==> config.mk <==
export PLATFORM = sky130hd
export DESIGN_NAME = alu_output_stage_pattern_detect
export DESIGN_NICKNAME = d
export VERILOG_FILES = /design/src/rtl/alu_output_stage_pattern_detect.sv
export SDC_FILE = /design/constraint.sdc
export NUM_CORES = 1
export LEC_CHECK = 0
export CAP_MARGIN = 40
export CORE_UTILIZATION = 43
export DETAILED_ROUTE_END_ITERATION = 16
export GPL_TIMING_DRIVEN = 0
export PLACE_DENSITY = 0.82
export SYNTH_ARGS = -nofsm -noshare
export SYNTH_HDL_FRONTEND = slang
export SYNTH_SLANG_ARGS = --single-unit
==> constraint.sdc <==
create_clock -name clk -period 3.05 [get_ports clk]
set_input_delay 0.4575 -clock clk [delete_from_list [all_inputs] [get_ports clk]]
set_output_delay 0.4575 -clock clk [all_outputs]
set_load 0.005 [all_outputs]
==> src/rtl/alu_output_stage_pattern_detect.sv <==
// Output register stage after the 30-bit SIMD ALU. It registers P and the lane carries,
// and produces pattern/pattern-bar detect and overflow/underflow flags per SIMD segment.
module alu_output_stage_pattern_detect #(
  parameter int P_WIDTH = 30
) (
  input  logic               clk,
  input  logic               reset,
  input  logic               CEP,
  input  logic               RSTP,
  input  logic [1:0]         USE_SIMD,
  input  logic [P_WIDTH-1:0] S,
  input  logic [7:0]         carry_bus,
  input  logic [P_WIDTH-1:0] PATTERN,
  input  logic [P_WIDTH-1:0] MASK,
  input  logic               AUTORESET_PATDET,
  output logic [P_WIDTH-1:0] P,
  output logic [3:0]         CARRYOUT,
  output logic [3:0]         PATTERNDETECT,
  output logic [3:0]         PATTERNBDETECT,
  output logic [3:0]         OVERFLOW,
  output logic [3:0]         UNDERFLOW
);

  function automatic logic [P_WIDTH-1:0] lane_bits(input int k);
    logic [P_WIDTH-1:0] m;
    m = '0;
    case (k)
      0:       m[11:0]  = '1;
      1:       m[17:12] = '1;
      2:       m[23:18] = '1;
      default: m[29:24] = '1;
    endcase
    return m;
  endfunction

  logic [P_WIDTH-1:0] p_q, p_d;
  logic [3:0]         co_q, co_d;
  logic [3:0]         pd_q, pd_d;
  logic [3:0]         pbd_q, pbd_d;
  logic [3:0]         of_q, of_d;
  logic [3:0]         uf_q, uf_d;
  logic [1:0]         mode_q, mode_d;

  logic [1:0]         mode_n;
  logic [1:0]         owner [4];
  logic [P_WIDTH-1:0] seg_mask [4];
  logic [3:0]         is_top;
  logic [3:0]         ar_seg;
  logic [P_WIDTH-1:0] p_n;
  logic [3:0]         pd_n, pbd_n, of_n, uf_n, co_n;
  logic [3:0]         pd_past, pbd_past;

  always_comb begin
    mode_n = (USE_SIMD == 2'b11) ? 2'b00 : USE_SIMD;

    // owner[k] is the top lane of the segment that lane k belongs to
    for (int k = 0; k < 4; k++) begin
      case (mode_n)
        2'b01:   owner[k] = (k < 2) ? 2'd1 : 2'd3;
        2'b10:   owner[k] = 2'(k);
        default: owner[k] = 2'd3;
      endcase
    end

    for (int t = 0; t < 4; t++) begin
      seg_mask[t] = '0;
      for (int k = 0; k < 4; k++)
        if (owner[k] == 2'(t)) seg_mask[t] = seg_mask[t] | lane_bits(k);
      is_top[t] = (owner[t] == 2'(t));
      ar_seg[t] = AUTORESET_PATDET & pd_q[t] & is_top[t];
    end

    p_n = S;
    for (int k = 0; k < 4; k++)
      if (ar_seg[owner[k]]) p_n = p_n & ~lane_bits(k);

    // PD/PBD registers double as the history; a mode change invalidates them
    pd_past  = (mode_n != mode_q) ? 4'b0 : pd_q;
    pbd_past = (mode_n != mode_q) ? 4'b0 : pbd_q;

    for (int t = 0; t < 4; t++) begin
      pd_n[t]  = is_top[t] & ~ar_seg[t] &
                 (((p_n ^ PATTERN) & ~MASK & seg_mask[t]) == '0);
      pbd_n[t] = is_top[t] & ~ar_seg[t] &
                 (((p_n ^ ~PATTERN) & ~MASK & seg_mask[t]) == '0);
      co_n[t]  = is_top[t] & ~ar_seg[t] & carry_bus[2*t+1];
      of_n[t]  = is_top[t] & ~ar_seg[t] & pd_past[t]  & ~pd_n[t] & ~pbd_n[t];
      uf_n[t]  = is_top[t] & ~ar_seg[t] & pbd_past[t] & ~pd_n[t] & ~pbd_n[t];
    end

    p_d    = p_q;
    co_d   = co_q;
    pd_d   = pd_q;
    pbd_d  = pbd_q;
    of_d   = of_q;
    uf_d   = uf_q;
    mode_d = mode_q;
    if (RSTP) begin
      p_d    = '0;
      co_d   = '0;
      pd_d   = '0;
      pbd_d  = '0;
      of_d   = '0;
      uf_d   = '0;
      mode_d = '0;
    end else if (CEP) begin
      p_d    = p_n;
      co_d   = co_n;
      pd_d   = pd_n;
      pbd_d  = pbd_n;
      of_d   = of_n;
      uf_d   = uf_n;
      mode_d = mode_n;
    end
  end

  always_ff @(posedge clk or posedge reset) begin
    if (reset) begin
      p_q    <= '0;
      co_q   <= '0;
      pd_q   <= '0;
      pbd_q  <= '0;
      of_q   <= '0;
      uf_q   <= '0;
      mode_q <= '0;
    end else begin
      p_q    <= p_d;
      co_q   <= co_d;
      pd_q   <= pd_d;
      pbd_q  <= pbd_d;
      of_q   <= of_d;
      uf_q   <= uf_d;
      mode_q <= mode_d;
    end
  end

  assign P              = p_q;
  assign CARRYOUT       = co_q;
  assign PATTERNDETECT  = pd_q;
  assign PATTERNBDETECT = pbd_q;
  assign OVERFLOW       = of_q;
  assign UNDERFLOW      = uf_q;

endmodule
# Word-level counts from Yosys, hierarchy flattened
# Cells that the tools add are included.
word_totals:
  regBits: 52
  wordCells: 187
  inputBits: 105
classes:
  eq_ne: 13
  mux: 63
  n_bitwise: 88
  reduce_logical: 13
  n_lt_le_gt_ge: 3
op_table:
  columns: ["operator", "count"]
  rows:
  - ["30-bit AND", 14]
  - ["30-bit two-way mux", 12]
  - ["30-bit logical NOT", 8]
  - ["30-bit inverter", 6]
  - ["30-bit bitwise OR", 6]
  - ["6-bit two-way mux", 20]
  - ["12-bit two-way mux", 5]
  - ["30-bit XOR", 2]
  - ["24-bit two-way mux", 2]
  - ["4-bit two-way mux", 12]
  - ["1-bit AND", 46]
  - ["24-bit bitwise OR", 1]
  - ["12-bit by 18-bit bitwise OR with 18-bit output", 1]
  - ["2-bit equality test (second input constant)", 8]
  - ["1-bit inverter", 12]
  - ["2-bit by 3-bit < comparator with 1-bit output (second input constant)", 3]
  - ["2-bit by 1-bit equality test with 1-bit output (second input constant)", 4]
  - ["2-bit two-way mux", 4]
  - ["1-bit binary-select mux with 2-bit select", 3]
  - ["2-bit logical NOT", 3]
  - ["1-bit two-way mux", 4]
  - ["2-bit one-hot mux with 2 select lines", 1]
  - ["2-bit inequality test", 1]
  - ["2-bit nonzero test", 1]
  - ["2-bit OR reduction", 1]

# Logic depth before layout (Yosys ltp)
# Gate-level depths: netlist (run 1).
logic_depth:
  ltp_word: 29
  ltp_mapped: 12
  mapped_depth_nobuf: 11

# Least setup slack after synthesis (run 1)
# No wires, ideal clock.
synth_path:
  path_kind: "input port to flip-flop"
  from: "input USE_SIMD[0]"
  to: "register uf_q[3] (netlist: UNDERFLOW[3])"
  required_time_ns: 2.921
  t_arrival_ns: 2.669
  setup_ns: 0.129
  stages: 12
  slack_ns: 0.252
  path_cell_list: "inv_1 ha_1 buf_2 a211o_1 buf_6 nand3_1 mux2i_1 nand4_1 nor4_4 a21boi_1 o32ai_2 o31ai_1"
synth_between:
  elab_chain_len: 26
  word_cells_on_any_way: 54
synth_rtl:
  columns: ["element", "line_no", "source"]
  rows:
  - ["start, declared", "10", "input logic [1:0] USE_SIMD,"]
  - ["2-bit equality test", "54", "mode_n = (USE_SIMD == 2'b11) ? 2'b00 : USE_SIMD;"]
  - ["2-bit two-way mux (*)", "54", null]
  - ["2-bit equality test / 2-bit by 1-bit equality test with 1-bit output (equally long branches)", "58", "case (mode_n)"]
  - ["2-bit OR reduction (no line)", null, null]
  - ["2-bit two-way mux", "58", null]
  - ["2-bit by 1-bit equality test with 1-bit output", "69", "is_top[t] = (owner[t] == 2'(t));"]
  - ["1-bit AND", "70", "ar_seg[t] = AUTORESET_PATDET & pd_q[t] & is_top[t];"]
  - ["1-bit binary-select mux with 2-bit select", "75", "if (ar_seg[owner[k]]) p_n = p_n & ~lane_bits(k);"]
  - ["[9 not listed]", null, null]
  - ["30-bit AND (2 in a row)", "83", "(((p_n ^ PATTERN) & ~MASK & seg_mask[t]) == '0);"]
  - ["30-bit logical NOT", "83", null]
  - ["1-bit AND", "82", "pd_n[t] = is_top[t] & ~ar_seg[t] &"]
  - ["1-bit inverter", "88", "uf_n[t] = is_top[t] & ~ar_seg[t] & pbd_past[t] & ~pd_n[t] & ~pbd_n[t];"]
  - ["1-bit AND", "88", null]
  - ["1-bit AND (*)", "88", null]
  - ["4-bit two-way mux (*)", "106", "end else if (CEP) begin"]
  - ["4-bit two-way mux (*)", "98", "if (RSTP) begin"]
  - ["end signal, assigned", "132", "uf_q <= uf_d;"]
  - ["end, declared", "41", "logic [3:0] uf_q, uf_d;"]
# Mark *: on every way between the ends. The rest lies on a longest branch, timed or not. The select of a mux whose other input is x is not followed.
# A chain may end at the register's enable or synchronous reset.

# Worst setup path after layout (run 1)
layout_path:
  from: "input USE_SIMD[1]"
  to: "register pd_q[3] (netlist: PATTERNDETECT[3])"
layout_between:
  elab_chain_len: 23
  word_cells_on_any_way: 42
layout_rtl:
  columns: ["element", "line_no", "source"]
  rows:
  - ["2-bit equality test", "54", null]
  - ["2-bit two-way mux (*)", "54", null]
  - ["2-bit equality test / 2-bit by 1-bit equality test with 1-bit output (equally long branches)", "58", null]
  - ["2-bit OR reduction (no line)", null, null]
  - ["2-bit two-way mux", "58", null]
  - ["2-bit by 1-bit equality test with 1-bit output", "69", null]
  - ["1-bit AND", "70", null]
  - ["1-bit binary-select mux with 2-bit select", "75", null]
  - ["[7 not listed]", null, null]
  - ["30-bit two-way mux", "75", null]
  - ["30-bit XOR", "83", null]
  - ["30-bit AND", "83", null]
  - ["30-bit AND (*)", "83", null]
  - ["30-bit logical NOT (*)", "83", null]
  - ["1-bit AND (*)", "82", null]
  - ["4-bit two-way mux (*)", "106", null]
  - ["4-bit two-way mux (*)", "98", null]
  - ["end signal, assigned", "129", "pd_q <= pd_d;"]
  - ["end, declared", "38", "logic [3:0] pd_q, pd_d;"]
# Marks and branches as above.

==> results.toml, run 1 <==
[critical_path]
end_kind = "flop"
reg2reg_depth = 10
cp.arrival_ps = 3130
path_max_fanout = 7
path_class = "input pin to flop"
cpMaxStageDelayCell = "or3b_4"
r2r_slack_ps = 360
r2r_start = "PATTERNDETECT[3]"
cp_top_family = "simple AND/OR/NAND/NOR gates"
timing.rr.end = "OVERFLOW[1]"
required_ps = 3290
max_stage_delay_ps = 420
cp-start-kind = "input pin"
path_cells = "dlygate4sd2_1 > ha_4 > nand2b_1 > a211o_1 > buf_4 > and3_4 > mux2i_2 > o2111ai_2 > nor3_4 > a21boi_2 > or3b_4 > a21oi_2"
critical_path_buf_inv_count = 2

[global_routing]
overflow = 0
first_global_vias = 3580
antenna_found_initial = 2
grt_max_degree = 31
grt_pass1_wl_mm = 17.3
grt.total_usage = 0.261

[route]
drc = 0
dr.pass1.iters = 5
ant_nets = 0
drt_iter0_drc = 241
wl_per_cell_um = 17.7
vias = 3692
vias_per_cell = 5.71
drt-total-wl_mm = 11.4

[hold_path]
hold_class = "input pin to asynchronous set/reset pin"

[final_layout]
final_common_cell = "clkdlybuf4s50_1"
multi_input_area_um2 = 2190
nNetsFinal = 651
layout_common_cells = "clkdlybuf4s50_1 (147), dfrtp_1 (52), nor2_1 (31), a22o_1 (28)"
layout-drive-gt1-share = 0.101
stdcell_area_um2 = 5450
area_growth_pct = 56.8
post_layout_nonfiller_instances = 647
register_area_um2 = 1300
fill_cells = 618

[timing]
clock.fmax_mhz = 346
worst_slack_ps = 162
clock_skew_ps = 8.70
rsz0062_at_grt = "no"
setup_viol = 0
maxSlewHeadroom = 0.573
period_minus_slack_ps = 2890
worst_pin_slew_ps = 640
finalMaxSlewViolations = 0
finalHoldViolCount = 0
period_share = 0.947
holdWs_ps = 487

[die]
row_count = 32
ios = 155
die_area_um2 = 8450
die_y_um = 91.9
coreArea_um2 = 7770
dieWidth_um = 91.9
initial_utilization = 0.448

[clock_tree]
path_clk_slew_ps = 100
clock_latency_ps = 310
cts_buffer_depth = 2
cts-root-buf = "clkbuf_8"
cts_hold_buf = 0
cts_tree = "built"
numCtsBuffers = 5
clock-sinks = 52
cts_max_level = 2

[place]
pre_cts_slack_ps = -714
dp_cells = 633
gp_congestion = 0.883
post_dp_cell_area_um2 = 5130
numPortBuffers = 150
hpwl_mm = 8.55

[job]
maxCapViolations = 0

[synth]
synthXorXnorAreaFrac = 0.0601
synthSimpleGateAreaFrac = 0.228
netlist_area_um2 = 3480
synthAdderAreaFrac = 0.0108
synth_flop_cell = "dfrtp_1"
synthMuxAreaShare = 0.0680
ys_seq_area_frac = 0.374
yosysWarnings = 0
ys_ff_latch = 52
synthesis.nets = 488
synthArstFlopShare = 1.00
synth_cell_type_count = 53
synth_top_family_by_area = "simple AND/OR/NAND/NOR gates"
synth_compound_area_frac = 0.221
syn_area_per_cell_um2 = 9.15
synth-edff-count = 0
syn_inst = 380

[power_and_ir_drop]
powerDensity_nw_per_um2 = 336
seqPwrFrac = 0.401
comb_power_share = 0.291
p_clk_frac = 0.308
vdd_ir_drop_max_mv = 0.190
switching_share = 0.276
p_int_mw = 1.33
p_leak_nw = 2.29
power_mw = 1.83
p_sw_mw = 0.504

[outcome]
status = "completed"
==> worst register-to-register path, cell delays in order, from the launching register on <==
cell and delay [ps]:
dfrtp_1 500, mux2_4 350, nand3_4 120, buf_8 160, nand3_2 130, mux2i_1 170
nand4_1 190, nor4_4 410, buf_4 230, a221oi_2 110, a22o_1 220
==> sequential cells by signal, summed over array words and instances (netlist names) <==
signal / flops
P: 30
CARRYOUT: 4
OVERFLOW: 4
PATTERNBDETECT: 4
PATTERNDETECT: 4
UNDERFLOW: 4
mode_q: 2
==> cells in the mapped netlist (all sizes together) (2+ instances only) <==
library cell	instances	area share
clkbuf	11	0.012
mux2	2	0.0076
buf	3	0.0090
nand4	2	0.0036
or3	2	0.0036
o2111ai	8	0.020
nand2	19	0.021
o22ai	10	0.018
mux2i	21	0.060
nand2b	21	0.038
nor2	32	0.035
a21boi	5	0.012
a22o	28	0.071
a221oi	3	0.0076
nor2b	18	0.032
nor3	13	0.022
ha	3	0.011
a221o	2	0.0058
a21oi	22	0.033
dfrtp	52	0.37
a22oi	2	0.0043
nor4	4	0.012
o21ai	14	0.020
and3	4	0.0086
nand3b	3	0.0065
xnor2	7	0.018
inv	16	0.017
xor2	16	0.042
o41ai	2	0.0050
nand3	23	0.040
or4	2	0.0043
==> cell families after synthesis <==
family,Yosys count
compound gates,105
xor+xnor,23
flops,52
simple gates,144
mux,23
buf+inv,30
fa+ha+maj,3
==> worst max-delay path by stage <==
stage | start | end | slack [ps] | cells after the start
3_5_place_dp | USE_SIMD[0] | OVERFLOW[3] | -710 | 13
5_1_grt | USE_SIMD[1] | UNDERFLOW[1] | 60 | 11
3_3_place_gp | USE_SIMD[0] | UNDERFLOW[3] | -670 | 13
6_report | USE_SIMD[1] | PATTERNDETECT[3] | 160 | 12
4_1_cts | USE_SIMD[0] | PATTERNDETECT[3] | -7 | 13
2_1_floorplan | USE_SIMD[0] | UNDERFLOW[3] | 250 | 12
==> through the flow <==
step | TNS, ps | util
final | 0 | 0.702
after global routing | 0 | 0.702
after CTS | -25.9 | 0.690
after detailed placement | -7800 | 0.660
after global placement | -7150 | 0.657
after floorplan | 0 | -
==> repair_timing <==
item / CTS / global route
endpoints found under the hold margin: 0 / 0
buffers inserted: 5 / 0
setup endpoints to repair: 15 / 12
resized for setup: 15 / 21
pin swaps: 6 / 11
gates cloned: 0 / 1
==> area by class of cell <==
type / count / share of cell area
inverters: 16 / 0.0110
clock inverters: 2 / 0.0110
clock buffers: 5 / 0.0126
well taps: 102 / 0.0234
plain buffers: 13 / 0.0126
multi-input cells: 298 / 0.401
repair buffers: 157 / 0.289
diodes: 2 / 0.000918
flip-flops and latches: 52 / 0.239
==> power by group through the flow <==
stage / sequential (mW) / combinational (mW) / clock [mW]
after floorplan: 0.746 / 0.222 / 0
after global placement: 0.746 / 0.477 / 0
after detailed placement: 0.746 / 0.495 / 0
after CTS: 0.733 / 0.514 / 0.564
after global routing: 0.736 / 0.571 / 0.593
final: 0.733 / 0.533 / 0.564
==> layer usage <==
layer / vias up / part of all wire / track usage / wire length [um]
met1: 1780 / 0.42 / 0.324 / 4760
met4: 0 / 0.014 / 0.0677 / 163
met5: - / 0 / 0 / 0
li1: 1728 / - / - / -
met3: 22 / 0.055 / 0.0357 / 626
met2: 162 / 0.52 / 0.472 / 5890
No activity file was read; power rests on OpenSTA's default activity.
==> inputs of run 2 (changes only) <==
--- a/config.mk
+++ b/config.mk
@@ -5,11 +5,14 @@
 export SDC_FILE = /design/constraint.sdc
 export NUM_CORES = 1
 export LEC_CHECK = 0
+export ABC_AREA = 1
 export CAP_MARGIN = 40
-export CORE_UTILIZATION = 43
+export CELL_PAD_IN_SITES_DETAIL_PLACEMENT = 1
+export CELL_PAD_IN_SITES_GLOBAL_PLACEMENT = 1
+export CORE_UTILIZATION = 29
 export DETAILED_ROUTE_END_ITERATION = 16
 export GPL_TIMING_DRIVEN = 0
-export PLACE_DENSITY = 0.82
+export PLACE_DENSITY = 0.8
 export SYNTH_ARGS = -nofsm -noshare
 export SYNTH_HDL_FRONTEND = slang
 export SYNTH_SLANG_ARGS = --single-unit
==> results.toml, run 2 <==
[outcome]
status = "completed"

[critical_path]
path_class = "input pin to flop"
required_ps = 3230
cp-start-kind = "input pin"
path_max_fanout = 10
cp.arrival_ps = 2990
end_kind = "flop"

[power_and_ir_drop]
p_leak_nw = 2.61
switching_share = 0.305
p_int_mw = 1.29
vdd_ir_drop_max_mv = 0.183
seqPwrFrac = 0.395
comb_power_share = 0.297
p_sw_mw = 0.568
p_clk_frac = 0.309
powerDensity_nw_per_um2 = 339

[global_routing]
overflow = 0
grt_pass1_wl_mm = 22.0
antenna_found_initial = 0
first_global_vias = 4505
grt_max_degree = 28
grt.total_usage = 0.218

[place]
hpwl_mm = 11.2
post_dp_cell_area_um2 = 5340
dp_cells = 841
gp_congestion = 0.861
numPortBuffers = 149

[final_layout]
antenna_cells = 0
multi_input_area_um2 = 1930
register_area_um2 = 1300
final_common_cell = "nand2_1"
nNetsFinal = 788
largest_reg_flops = 30
fill_cells = 1535
stdcell_area_um2 = 5490
area_growth_pct = 51.6
post_layout_nonfiller_instances = 849
layout_common_cells = "nand2_1 (169), clkdlybuf4s50_1 (149), inv_1 (68), nand3_1 (59), dfrtp_1 (52)"
layout-drive-gt1-share = 0.0705
utilization = 0.453

[synth]
yosysTopAreaCellShare = 0.360
synth_cell_type_count = 32
synth_top_cell_by_area = "dfrtp_1"
ys_ff_latch = 52
synthTopCellsByArea = "dfrtp_1 (36%), nand2_1 (18%), nand3_1 (8.2%)"
synthTopCellsByCount = "nand2_1 (169), inv_1 (69), nand3_1 (59), dfrtp_1 (52), o21ai_0 (35)"
ys_seq_area_frac = 0.360
yosysMostFrequentCell = "nand2_1"
synth-edff-count = 0
yosysWarnings = 0
synthesis.nets = 631
netlist_area_um2 = 3620
syn_inst = 523
synthArstFlopShare = 1.00
syn_area_per_cell_um2 = 6.92
synth_flop_cell = "dfrtp_1"

[timing]
clock.fmax_mhz = 357
clock_skew_ps = 6.53
period_minus_slack_ps = 2800
maxSlewHeadroom = 0.455
fin_setup_tns_ps = 0
setup_viol = 0
holdWs_ps = 488
period_share = 0.918
rsz0062_at_grt = "no"
finalHoldViolCount = 0
worst_pin_slew_ps = 814
finalMaxSlewViolations = 0

[clock_tree]
post-cts-setup-buffers = 0
numCtsBuffers = 5
cts-root-buf = "clkbuf_16"
clock-sinks = 52
cts_max_level = 2
cts_hold_buf = 0
cts_buffer_depth = 2
post_cts_resized = 0
path_clk_slew_ps = 70
clock_latency_ps = 300
cts_tree = "built"

[die]
initial_utilization = 0.299
die_area_um2 = 12900
ios = 155
coreArea_um2 = 12100
row_count = 40
die_y_um = 114
dieWidth_um = 114

[route]
dr.pass1.iters = 4
m1WireLength_mm = 5.66
top_layer = "met4"
vias = 4182
wl_per_cell_um = 16.1
ant_nets = 0
wl_met2_mm = 6.76
drt_iter0_drc = 153
route.met3.wl_mm = 1.04
drc = 0
drt-total-wl_mm = 13.6
vias_per_cell = 4.93

[job]
maxCapViolations = 0

[hold_path]
hold_class = "flop to flop"
-- run 2: cell types whose count changed after synthesis, sizes merged, moves of 24 or more --
cell   delta
nand3    +50
o21ai    +24
inv      +56
nand2   +155
a22o     -26
-- run 2: critical path: stages --
cell and delay (ps):
clkdlybuf4s50_1 500, inv_1 70, ha_1 420, buf_4 230, nand3_4 140, nand2_2 100
inv_2 60, nand2_1 90, nand2_1 50, nand2_1 100, o21ai_1 100, nor2_2 190
nand4_1 130, nand2_1 90, nand2_1 90, nand3_1 100, nand2_1 70
-- run 2: routing by layer --
layer | track usage | vias to the layer above
met5 | 0 | -
met4 | 0.0579 | 0
met3 | 0.0558 | 12
met2 | 0.402 | 140
met1 | 0.248 | 2009
li1 | - | 2021
-- run 2: worst paths after layout --
| path | from | endpoint | slack, ps | depth (start not counted) |
|---|---|---|---|---|
| setup / recovery | USE_SIMD[0] | UNDERFLOW[3] | 250 | 17 |
| hold / removal | OVERFLOW[2] | OVERFLOW[2] | 490 | 2 |
| setup reg to reg | PATTERNDETECT[3] | UNDERFLOW[3] | 900 | 16 |
| hold reg to reg | OVERFLOW[2] | OVERFLOW[2] | 490 | 2 |
| max in group asynchronous | reset | PATTERNDETECT[2] | 1930 | 3 |
| min in group asynchronous | reset | P[9] | 550 | 2 |
-- run 2: final cells by class --
type,instances,area share
tap,168,0.0383
clock buffer,6,0.0235
multi-input combinational,382,0.352
buffer,17,0.0208
timing repair buffer,150,0.276
inverter,72,0.0493
clock inverter,2,0.00297
sequential,52,0.237
-- run 2: cell families after synthesis --
group | after synthesis | synth area share
AOI/OAI and AO/OA | 66 | 0.108
DFF | 52 | 0.360
adders and majority gates | 3 | 0.0104
xor gates and xnor gates | 7 | 0.0169
and+or+nand+nor | 306 | 0.399
buffers and inverters | 89 | 0.106
-- run 2: power by group through the flow --
stage          Clock [mW]  Combinational [mW]  Sequential [mW]
2_1_floorplan           0               0.262            0.747
3_3_place_gp            0               0.534            0.746
3_5_place_dp            0               0.554            0.747
4_1_cts             0.586               0.557            0.734
5_1_grt             0.614               0.609            0.738
6_report            0.574               0.552            0.734
-- run 2: through the flow --
step	worst slack, ps	power, mW
floorplan	891	1.01
global placement	-4.78	1.28
detailed placement	-77.8	1.30
CTS	217	1.88
global route	16.0	1.96
finish	249	1.86
==> inputs of run 3 (changes only) <==
--- a/config.mk
+++ b/config.mk
@@ -13,6 +13,7 @@
 export DETAILED_ROUTE_END_ITERATION = 16
 export GPL_TIMING_DRIVEN = 0
 export PLACE_DENSITY = 0.8
+export RECOVER_POWER = 50
 export SYNTH_ARGS = -nofsm -noshare
 export SYNTH_HDL_FRONTEND = slang
 export SYNTH_SLANG_ARGS = --single-unit
==> results.toml, run 3 (synthesis results as in run 2) <==
[final_layout]
post_layout_nonfiller_instances = 849
layout-drive-gt1-share = 0.0690
multi_input_area_um2 = 1930
final_common_cell = "nand2_1"
layout_common_cells = "nand2_1 (169), clkdlybuf4s50_1 (123), inv_1 (69), nand3_1 (59), dfrtp_1 (52)"
fill_cells = 1537
register_area_um2 = 1300
nNetsFinal = 788
area_growth_pct = 51.2
largest_reg_flops = 30
antenna_cells = 0

[job]
maxCapViolations = 0

[power_and_ir_drop]
vdd_ir_drop_max_mv = 0.184
p_clk_frac = 0.310
powerDensity_nw_per_um2 = 338
switching_share = 0.306
p_sw_mw = 0.567
seqPwrFrac = 0.396
p_int_mw = 1.28
comb_power_share = 0.294
p_leak_nw = 2.68

[global_routing]
grt.total_usage = 0.218
first_global_vias = 4505
grt_pass1_wl_mm = 22.0
top_usage_layer = "met2"
overflow = 0
grt_max_degree = 28
gr-usage-met2 = 0.402
antenna_found_initial = 0
use_met1 = 0.248
use_met3 = 0.0558

[die]
coreArea_um2 = 12100
die_area_um2 = 12900
die_y_um = 114
initial_utilization = 0.299
ios = 155
dieWidth_um = 114
row_count = 40

[clock_tree]
path_clk_slew_ps = 70
cts_buffer_depth = 2
post_cts_resized = 0
cts-root-buf = "clkbuf_16"
cts_hold_buf = 0
cts_tree = "built"
numCtsBuffers = 5
clock-sinks = 52
post-cts-setup-buffers = 0
cts_max_level = 2
clock_latency_ps = 300

[place]
dp_cells = 841
gp_congestion = 0.861
pre_cts_slack_ps = -77.8
hpwl_mm = 11.2
numPortBuffers = 149

[timing]
finalMaxSlewViolations = 0
period_share = 0.921
clock.fmax_mhz = 356
setup_viol = 0
worst_pin_slew_ps = 1040
worst_slack_ps = 241
rsz0062_at_grt = "no"
period_minus_slack_ps = 2810
clock_skew_ps = 6.55
maxSlewHeadroom = 0.307
finalHoldViolCount = 0

[route]
drc = 0
drt_iter0_drc = 164
vias = 4203
ant_nets = 0
vias_per_cell = 4.95
dr.pass1.iters = 4
wl_per_cell_um = 16.1
drt-total-wl_mm = 13.6

[critical_path]
end_kind = "flop"
cp-start-kind = "input pin"
path_max_fanout = 10
path_class = "input pin to flop"
required_ps = 3230
cp.arrival_ps = 2990

[hold_path]
hold_class = "flop to flop"

[outcome]
status = "completed"
[run 3: critical path, stage by stage]
cell             delay [ps]
clkdlybuf4s50_1         500
inv_1                    70
ha_1                    420
buf_4                   230
nand3_4                 140
nand2_2                 100
inv_2                    60
nand2_1                  90
nand2_1                  50
nand2_1                 100
o21ai_1                 100
nor2_2                  190
nand4_1                 130
nand2_1                  90
nand2_1                  90
nand3_1                 100
nand2_1                  70
[run 3: path summary, 6_finish.rpt]
check,from,to,slack [ps],depth (start not counted)
max in group asynchronous,reset,PATTERNDETECT[2],910,3
hold / removal,OVERFLOW[2],OVERFLOW[2],480,2
setup / recovery,USE_SIMD[0],UNDERFLOW[3],240,17
hold reg to reg,OVERFLOW[2],OVERFLOW[2],480,2
min in group asynchronous,reset,P[9],850,2
setup reg to reg,PATTERNDETECT[3],UNDERFLOW[3],900,16
[run 3: cell type report]
type                       count  area share
clock inverter                 2     0.00297
sequential                    52       0.238
timing repair buffer         150       0.274
clock buffer                   6      0.0236
buffer                        17      0.0208
tap                          168      0.0384
multi-input combinational    382       0.353
inverter                      72      0.0494
[run 3: power groups by stage]
stage	clock (mW)	sequential, mW	combinational, mW
3_3_place_gp	0	0.746	0.534
6_report	0.574	0.733	0.544
2_1_floorplan	0	0.747	0.262
3_5_place_dp	0	0.747	0.554
4_1_cts	0.586	0.734	0.557
5_1_grt	0.614	0.737	0.601
[run 3: stage by stage]
| step | utilization | hold slack, ps | power [mW] | TNS, ps | area [um2] |
|---|---|---|---|---|---|
| 2_1_floorplan | - | 473 | 1.01 | 0 | 3620 |
| 3_3_place_gp | 0.439 | 468 | 1.28 | -8.85 | 5320 |
| 3_5_place_dp | 0.441 | 470 | 1.30 | -180 | 5340 |
| 4_1_cts | 0.453 | 488 | 1.88 | 0 | 5490 |
| 5_1_grt | 0.452 | 521 | 1.95 | 0 | 5470 |
| 6_report | 0.452 | 483 | 1.85 | 0 | 5470 |
[run 3: layer usage]
layer,share of wire,wire length [um]
met1,0.41,5620
met2,0.50,6770
met3,0.078,1060
met4,0.013,184
met5,0,0
